### src/rtl/fetch_redirect_ctrl.sv
// Front-end redirect sequencer: arbitrates redirect sources, holds a redirect
// while the icache refills, then issues a one-cycle flush with the target pc.
module fetch_redirect_ctrl #(
  parameter logic [31:0] RESET_PC = 32'h1c000_000,
  parameter int unsigned CNT_W    = 16
) (
  input  logic             cpu_clk,
  input  logic             cpu_rst,
  input  logic             exc_req,
  input  logic [31:0]      exc_pc,
  input  logic             mispred_req,
  input  logic [31:0]      mispred_pc,
  input  logic             bpu_req,
  input  logic [31:0]      bpu_pc,
  input  logic             icache_busy,
  input  logic             backend_stall,
  output logic [31:0]      new_pc,
  output logic [1:0]       fb_flush,
  output logic [1:0]       fb_pause,
  output logic             icache_cancel,
  output logic             redirect_busy,
  output logic [CNT_W-1:0] exc_cnt,
  output logic [CNT_W-1:0] mispred_cnt,
  output logic [CNT_W-1:0] bpu_cnt,
  output logic [CNT_W-1:0] wait_cnt
);

  localparam logic [1:0] SRC_EXC = 2'd0;
  localparam logic [1:0] SRC_MIS = 2'd1;
  localparam logic [1:0] SRC_BPU = 2'd2;

  typedef enum logic [1:0] {
    IDLE  = 2'd0,
    WAIT  = 2'd1,
    FLUSH = 2'd2
  } state_t;

  state_t      state, state_next;
  logic [31:0] tgt_pc, tgt_pc_next;
  logic [1:0]  tgt_src, tgt_src_next;
  logic        win_req;
  logic [1:0]  win_src;
  logic [31:0] win_pc;
  logic [1:0]  flush_next;

  // Fixed-priority arbitration: lower source id wins.
  always_comb begin
    win_req = exc_req | mispred_req | bpu_req;
    win_src = SRC_BPU;
    win_pc  = bpu_pc;
    if (exc_req) begin
      win_src = SRC_EXC;
      win_pc  = exc_pc;
    end else if (mispred_req) begin
      win_src = SRC_MIS;
      win_pc  = mispred_pc;
    end
  end

  // Next-state and latched-target logic.
  always_comb begin
    state_next   = IDLE;
    tgt_pc_next  = tgt_pc;
    tgt_src_next = tgt_src;
    case (state)
      WAIT: begin
        state_next = icache_busy ? WAIT : FLUSH;
        // Equal or higher priority replaces the held redirect.
        if (win_req && (win_src <= tgt_src)) begin
          tgt_pc_next  = win_pc;
          tgt_src_next = win_src;
        end
      end
      default: begin
        if (win_req) begin
          state_next   = icache_busy ? WAIT : FLUSH;
          tgt_pc_next  = win_pc;
          tgt_src_next = win_src;
        end
      end
    endcase
    flush_next = 2'b00;
    if (state_next == FLUSH) begin
      flush_next = (tgt_src_next == SRC_BPU) ? 2'b01 : 2'b11;
    end
  end

  always_ff @(posedge cpu_clk or posedge cpu_rst) begin
    if (cpu_rst) begin
      state   <= IDLE;
      tgt_pc  <= RESET_PC;
      tgt_src <= SRC_BPU;
    end else begin
      state   <= state_next;
      tgt_pc  <= tgt_pc_next;
      tgt_src <= tgt_src_next;
    end
  end

  // Registered outputs, computed from the state being entered.
  always_ff @(posedge cpu_clk or posedge cpu_rst) begin
    if (cpu_rst) begin
      new_pc        <= RESET_PC;
      fb_flush      <= 2'b00;
      icache_cancel <= 1'b0;
      redirect_busy <= 1'b0;
    end else begin
      fb_flush      <= flush_next;
      icache_cancel <= (state_next == WAIT);
      redirect_busy <= (state_next != IDLE);
      if (state_next == FLUSH) begin
        new_pc <= tgt_pc_next;
      end
    end
  end

  // Saturating performance counters; a redirect is counted as its flush ends.
  always_ff @(posedge cpu_clk or posedge cpu_rst) begin
    if (cpu_rst) begin
      exc_cnt     <= '0;
      mispred_cnt <= '0;
      bpu_cnt     <= '0;
      wait_cnt    <= '0;
    end else begin
      if (state == FLUSH) begin
        if (tgt_src == SRC_EXC && exc_cnt != '1) begin
          exc_cnt <= exc_cnt + CNT_W'(1);
        end
        if (tgt_src == SRC_MIS && mispred_cnt != '1) begin
          mispred_cnt <= mispred_cnt + CNT_W'(1);
        end
        if (tgt_src == SRC_BPU && bpu_cnt != '1) begin
          bpu_cnt <= bpu_cnt + CNT_W'(1);
        end
      end
      if (state == WAIT && wait_cnt != '1) begin
        wait_cnt <= wait_cnt + CNT_W'(1);
      end
    end
  end

  assign fb_pause = {backend_stall, backend_stall | (state == WAIT)};

endmodule

### config.mk
export PLATFORM = sky130hd
export DESIGN_NAME = fetch_redirect_ctrl
export DESIGN_NICKNAME = d
export VERILOG_FILES = /design/src/rtl/fetch_redirect_ctrl.sv
export SDC_FILE = /design/constraint.sdc
export NUM_CORES = 1
export LEC_CHECK = 0
export ABC_AREA = 1
export CAP_MARGIN = 20
export CORE_MARGIN = 3
export CORE_UTILIZATION = 49
export DETAILED_ROUTE_END_ITERATION = 7
export GPL_TIMING_DRIVEN = 0
export PLACE_DENSITY = 0.85
export SLEW_MARGIN = 20
export SYNTH_ARGS = -nofsm -noshare
export SYNTH_HDL_FRONTEND = slang
export SYNTH_SLANG_ARGS = --single-unit
### constraint.sdc
create_clock -name cpu_clk -period 4.85 [get_ports cpu_clk]
set_input_delay 0.485 -clock cpu_clk [delete_from_list [all_inputs] [get_ports cpu_clk]]
set_output_delay 0.485 -clock cpu_clk [all_outputs]
set_load 0.1 [all_outputs]
==> impl_results.md, run 1 <==
- Critical path's slowest cell: clkdlybuf4s50_1
- Worst EP required: 4.37 ns
- Skew-Pair Late Insertion Delay: 0.41 ns
- Layout Nets: 1398
- Syn Nets: around 1200
- Vias/cell: 4.902
- Aggregate global-route resource usage: between 20% and 30%
- Chip height: 131.5 um
- Antenna diode count: 0
- Drt wl/cell: 13.37 um
- Worst path cell trace: nor2_4, or2_2, clkdlybuf4s50_1
- Starting Density: 50.38%
- 1st-iter DRT viols: 465
- Antenna violations before repair: 0
- Layout cells sized above 1: 7.751%
- Num CTS Buffers: 17
- Rel. slew slack: between 30% and 40%
- Final slew viol count: 0
- Critical path's top delay family: buffers and inverters
- Tmin final: 2.790 ns
- Post-CTS sizing: 0
- Post-synthesis xor/xnor area fraction: ~4.5%
- Total Neg Setup Slack: 0 ns
- Core Rows: 45
- Synth Instances: 1067
- Worst Hold Class: primary input to asynchronous set/reset pin
- Synth top area share: 41.84%
- Synth Area in Compound Gates: roughly 3.4%
- Core area: 0.01531 mm2
- Adder-cell area share of the yosys netlist: less than 1%
- Synthesized area: 0.007715 mm2
- Ys Warns: 0
- Final ANT Viol Nets: 0
- RSZ-0062 raised after global routing: false
- Syn-to-layout area delta: 38.40%
- Slew @ Worst Pin: between 1 and 1.5 ns
- Worst EP arrival: 2.30 ns
- Pwr Total: between 4000 and 5000 uW
- Leakage: 0.005192 uW
- CP Launch Type: flop
- Max stage delay on crit path: between 1 and 1.5 ns
- Unique masters post-synth: 34
- Max Root-Sink Buffers: 2
- F_max: 0.3585 GHz
- Final hold violation count: 0
- First-pass GRT wire length: 33850 um
- Via Count: 7421
- TritonCTS clock tree: yes
- Routability cong.: 0.8997
- Final worst path period share: 57.52%
- CP Class: flop to primary output
- Die width: 131.5 um
- Clock skew: roughly 0.0096 ns
- Clk pin slew, worst setup/hold paths: about 0.060 ns
- H-tree Lvls: 4
- # clock sinks: 136
- Status: finished clean
- Post CTS Setup Buffer Count: 0
- Ranking of synthesized cells by area: dfrtp_1 (42%), nand2_1 (19%), nand3_1 (6.3%), inv_1 (6.1%), nor2_1 (5.3%)
- IO Pins: 205
- DR DRC count: 0
- Post-CTS Hold Fix Bufs: 0
- Finished Core Util: roughly 70%
- Clock root buffer: clkbuf_16
- Synth Register Bits: 136
- Largest family of logic cells by synthesized area: simple AND/OR/NAND/NOR gates
- Grt ovf: 0
- Final wirelength: between 20000 and 25000 um
- Vias in the first global route: 7291
- CP Max Fanout: 5
- WP buf/inv: 1
- Pin count of the biggest net entering global routing: 91
- Dpl hpwl: around 15000 um
- Mean Syn Cell Area: 7.230 um2
- Worst IR Drop VDD: roughly 0.25 mV
- Nature of the critical path endpoint: primary output
- Total of max-cap violations: 0
- Die footprint: 0.01729 mm2
- Buffers on Ports: roughly 200
- Seq/Total Area, Yosys: between 40% and 50%
- # setup viols final: 0
- DRT Pass-1 Iters: 5
- Post-synthesis mux area share: 0%
- Simple-gate share of the synthesized area: 37.69%
- Cell taking the most area after synthesis: dfrtp_1
- Pwr dens: 413.0 mW/mm2
- Fin Hold WS: 0.4572 ns
-- where the power goes --
group          switching [uW]  leakage [uW]  total, uW  internal (uW)
combinational            1180       0.00316       1610            434
sequential                133       0.00173       1430           1300
clock                     484      0.000302       1370            886
-- sequential cells by signal (all words and copies together), names as in the netlist, 16 cells and up --
name,flops
new_pc,32
tgt_pc,32
bpu_cnt,16
exc_cnt,16
mispred_cnt,16
wait_cnt,16
-- cell usage in the layout, fill, tap and decap left out, drive strengths merged --
cell type	count
a21oi	3
and2	32
buf	30
bufinv	4
clkbuf	26
clkdlybuf4s50	203
clkinv	5
clkinvlp	3
dfrtp	129
dfstp	7
ha	5
inv	131
nand2	397
nand3	98
nand3b	7
nand4	14
nor2	113
nor3	15
nor3b	1
nor4	1
o211ai	1
o21ai	37
or2	1
xnor2	16
xor2	24
-- metrics by stage --
step           std cells  cell area (um2)  worst slack, ns
6_report            1514            10680            2.060
5_1_grt             1514            10680            1.962
4_1_cts             1514            10680            2.010
3_5_place_dp        1482            10050            2.178
3_3_place_gp        1481            10010           -1.124
2_1_floorplan       1067             7715           0.7371
-- cell type report --
cell class | count | area (um2)
fill | 1267 | 4637
multi-input combinational | 765 | 3581
sequential | 136 | 3412
timing repair buffer | 204 | 2059
inverter | 131 | 501.7
clock buffer | 20 | 456.7
tap | 211 | 264.0
buffer | 35 | 227.7
clock inverter | 12 | 175.2
-- per-layer routing --
| metal | up-vias | wire [um] | track usage [%] |
|---|---|---|---|
| li1 | 3726 | - | - |
| met1 | 3396 | 8295 | 28.58 |
| met2 | 263 | 10140 | 41.29 |
| met3 | 36 | 1409 | 6.355 |
| met4 | 0 | 396 | 7.818 |
| met5 | - | 0 | 0 |
-- path summary, 6_finish.rpt --
check                      slack, ns  cells after the start   startpoint      endpoint
max                             2.06                      3     state[1]   fb_pause[0]
min                             0.46                      2      cpu_rst    exc_cnt[1]
max reg2reg                     2.93                      9  wait_cnt[0]  wait_cnt[15]
min reg2reg                     0.47                      2   new_pc[26]    new_pc[26]
max in group asynchronous       3.63                      3      cpu_rst     new_pc[4]
min in group cpu_clk            0.47                      2   new_pc[26]    new_pc[26]
-- cell usage after synthesis --
cell,count
nand2_1,389
dfrtp_1,129
inv_1,125
nor2_1,108
nand3_1,97
and2_1,32
xor2_1,24
o21ai_0,18
xnor2_1,16
buf_2,14
nand4_1,14
nor3_1,14
buf_4,9
o21ai_1,9
o21ai_2,8
dfstp_2,7
nand3b_1,7
buf_6,6
clkbuf_1,6
nand2_2,6
ha_1,5
inv_2,5
a21oi_1,3
nor2_4,3
nand2_4,2
nor2_2,2
o21ai_4,2
inv_4,1
nand3_2,1
nor3_2,1
nor3b_1,1
nor4_1,1
o211ai_1,1
or2_2,1
-- cells by family after synthesis --
logic type,after synthesis
buffers and inverters,166
AOI/OAI and AO/OA,41
DFF,136
and+or+nand+nor,679
adders and majority gates,5
xor gates and xnor gates,40
-- worst register-to-register path: stages (launching register included) --
cell and delay, ns:
dfrtp_1 0.40, ha_1 0.31, nand3_1 0.18, nor3_2 0.20
nand3_1 0.13, nand2_2 0.21, inv_2 0.10, buf_6 0.15
o21ai_1 0.07, nand2_1 0.07
No activity file was read; power rests on OpenSTA's default activity.
==> run 2: changes to the inputs <==
--- a/config.mk
+++ b/config.mk
@@ -8,10 +8,10 @@
 export ABC_AREA = 1
 export CAP_MARGIN = 20
 export CORE_MARGIN = 3
-export CORE_UTILIZATION = 49
+export CORE_UTILIZATION = 45
 export DETAILED_ROUTE_END_ITERATION = 7
 export GPL_TIMING_DRIVEN = 0
-export PLACE_DENSITY = 0.85
+export PLACE_DENSITY = 0.82
 export SLEW_MARGIN = 20
 export SYNTH_ARGS = -nofsm -noshare
 export SYNTH_HDL_FRONTEND = slang
==> constraint.sdc (replaced) <==
create_clock -name cpu_clk -period 2.3 [get_ports cpu_clk]
set_input_delay 0.23 -clock cpu_clk [delete_from_list [all_inputs] [get_ports cpu_clk]]
set_output_delay 0.23 -clock cpu_clk [all_outputs]
set_load 0.1 [all_outputs]
==> impl_results.md, run 2 (synthesis results as in run 1) <==
- Final wirelength: 19960 um (-1.3%)
- Pin count of the biggest net entering global routing: 35 (-62%)
- Clock skew: 0.009163 ns (-0.0003937 ns)
- Total of max-cap violations: 0 (unchanged)
- Vias/cell: 4.813 (-1.8%)
- Worst Hold Class: primary input to asynchronous set/reset pin
- DR DRC count: 0 (unchanged)
- Comb power frac: 35.6% (-0.9 points)
- Nature of the critical path endpoint: primary output
- Syn-to-layout area delta: 40.19%
- Antenna violations before repair: 0 (unchanged)
- Post-CTS Hold Fix Bufs: 0 (unchanged)
- DRT Pass-1 Iters: 4 (-1)
- Power Internal: 5676 uW (+120%)
- Most frequent cells in the layout: nand2_1 (389), clkdlybuf4s50_1 (174), dfrtp_1 (126), inv_1 (124), nor2_1 (108)
- Final slew viol count: 0 (unchanged)
- Critical path's top delay family: buffers and inverters
- Via Count: 7344 (-1.0%)
- Final hold violation count: 0 (unchanged)
- Num CTS Buffers: 17 (unchanged)
- Drt wl/cell: 13.08 um (-2.1%)
- 1st-iter DRT viols: 462 (-0.65%)
- F_max: 0.4437 GHz
- Clk pin slew, worst setup/hold paths: 0.06 ns (about the same)
- H-tree Lvls: 4 (unchanged)
- Pwr dens: 874.6 mW/mm2 (+110%)
- Core Rows: 47 (+4.4%)
- Leakage: 0.005583 uW (+7.5%)
- CP Launch Type: flop
- TritonCTS clock tree: yes
- Final ANT Viol Nets: 0 (unchanged)
- RSZ-0062 raised after global routing: false
- Rel. slew slack: 30.02% (-0.080 points)
- Status: finished clean
- CP Max Fanout: 5 (unchanged)
- Antenna diode count: 0 (unchanged)
- Core area: 0.01670 mm2 (+9.1%)
- Max Root-Sink Buffers: 2 (unchanged)
- Clock root buffer: clkbuf_16
- Die footprint: 0.01875 mm2 (+8.5%)
- Skew-Pair Late Insertion Delay: 0.42 ns (about the same)
- Chip height: 136.9 um (+4.2%)
- Pre-CTS setup slack: 0.06236 ns (-2.116 ns)
- Tmin final: around 2.3 ns
- Clock power share: 32.6% (+1.5 points)
- # clock sinks: 136 (unchanged)
- Aggregate global-route resource usage: 21.58% (-2.1 points)
- Layout Nets: 1401 (+0.21%)
- Fin Hold WS: 0.1304 ns (-0.3267 ns)
- Sw Ratio: 40.00% (-0.69 points)
- Final Worst Setup Slack: 0.04620 ns (-2.014 ns)
- Commonest non-fill, non-tap cell in the layout: nand2_1
- Filler cells: 1460 (+15%)
- Routability cong.: 0.8783 (-2.4%)
- Grt ovf: 0 (unchanged)
- P_sw: 3783 uW (+110%)
- Buffers on Ports: 203 (unchanged)
- Layout cells sized above 1: 8.346% (+0.59 points)
- Worst EP required: 2.07 ns (-2.30 ns)
- Starting Density: 46.19% (-4.2 points)
- # setup viols final: 0 (unchanged)
- Total Neg Setup Slack: 0 ns (unchanged)
- First-pass GRT wire length: 32340 um (-4.5%)
- CP Class: flop to primary output
- Worst IR Drop VDD: 0.7765 mV (+210%)
- Slew @ Worst Pin: 1.046 ns (+0.001190 ns)
- WP buf/inv: 1 (unchanged)
- Critical path's slowest cell: clkdlybuf4s50_1
- Worst EP arrival: 2.02 ns (-0.28 ns)
- IO Pins: 205 (unchanged)
- Worst path cell trace: clkdlybuf4s50_1
- Biggest regs: new_pc: 32 flops, tgt_pc: 32 flops
- Die width: 136.9 um (+4.2%)
- Final worst path period share: a little over nine tenths
- Dpl hpwl: 15220 um (+1.8%)
- Max stage delay on crit path: 1.17 ns (+0.05 ns)
- Vias in the first global route: 6782 (-7.0%)
- Flop pwr share: 31.9% (-0.5 points)
==> run 2: timing repair <==
| item | 4_1_cts | 5_1_grt |
|---|---|---|
| pin swaps | 0 | 0 |
| buffers inserted | 0 | 0 |
| resized for setup | 13 | 18 |
| setup endpoints to repair | 11 | 18 |
==> run 2: cell type report <==
type / instances / area (um2) / share of cell area [%]
Timing Repair Buffer: 207 / 2146 / 19.84
Buffer: 35 / 227.7 / 2.105
Multi-Input combinational cell: 765 / 3581 / 33.11
Clock buffer: 21 / 480.5 / 4.442
Clock inverter: 11 / 191.4 / 1.770
Tap cell: 220 / 275.3 / 2.545
Sequential cell: 136 / 3416 / 31.58
Inverter: 131 / 498.0 / 4.604
==> run 2: worst paths after layout <==
kind                                start              to  slack, ns  cells past startpoint
setup / recovery              exc_cnt[11]     exc_cnt[11]       0.05                      1
hold / removal                    cpu_rst      exc_cnt[1]       0.13                      2
setup reg to reg           mispred_cnt[0]  mispred_cnt[2]       0.37                      9
hold reg to reg                new_pc[28]      new_pc[28]       0.47                      2
max in group asynchronous         cpu_rst      new_pc[27]       1.39                      4
min in group cpu_clk              exc_req      tgt_pc[29]       0.38                      6
==> run 2: power groups by stage <==
stage               clock network (uW)  logic (uW)  registers (uW)
floorplan                            0         835            4670
global placement                     0        3340            3040
detailed placement                   0        3390            3050
CTS                               3140        3380            3010
global route                      3240        3560            3060
finish                            3080        3360            3010
==> run 2: stage by stage <==
stage	utilization (%)	power [uW]	std cells	cell area [um2]
after floorplan	-	5507	1067	7722
after global placement	60.05	6378	1490	10030
after detailed placement	60.53	6440	1494	10110
after CTS	64.49	9531	1526	10770
after global routing	64.76	9855	1526	10820
final	64.76	9459	1526	10820
==> run 2: per-layer routing <==
metal / global-route usage, % / vias to the layer above / routed length (um) / part of all wire, %
met2: 36.46 / 213 / 9868 / 49
li1: - / 3733 / - / -
met4: 7.483 / 0 / 364 / 1.8
met1: 26.69 / 3372 / 8398 / 42
met3: 5.735 / 26 / 1332 / 6.7
met5: 0 / - / 0 / 0
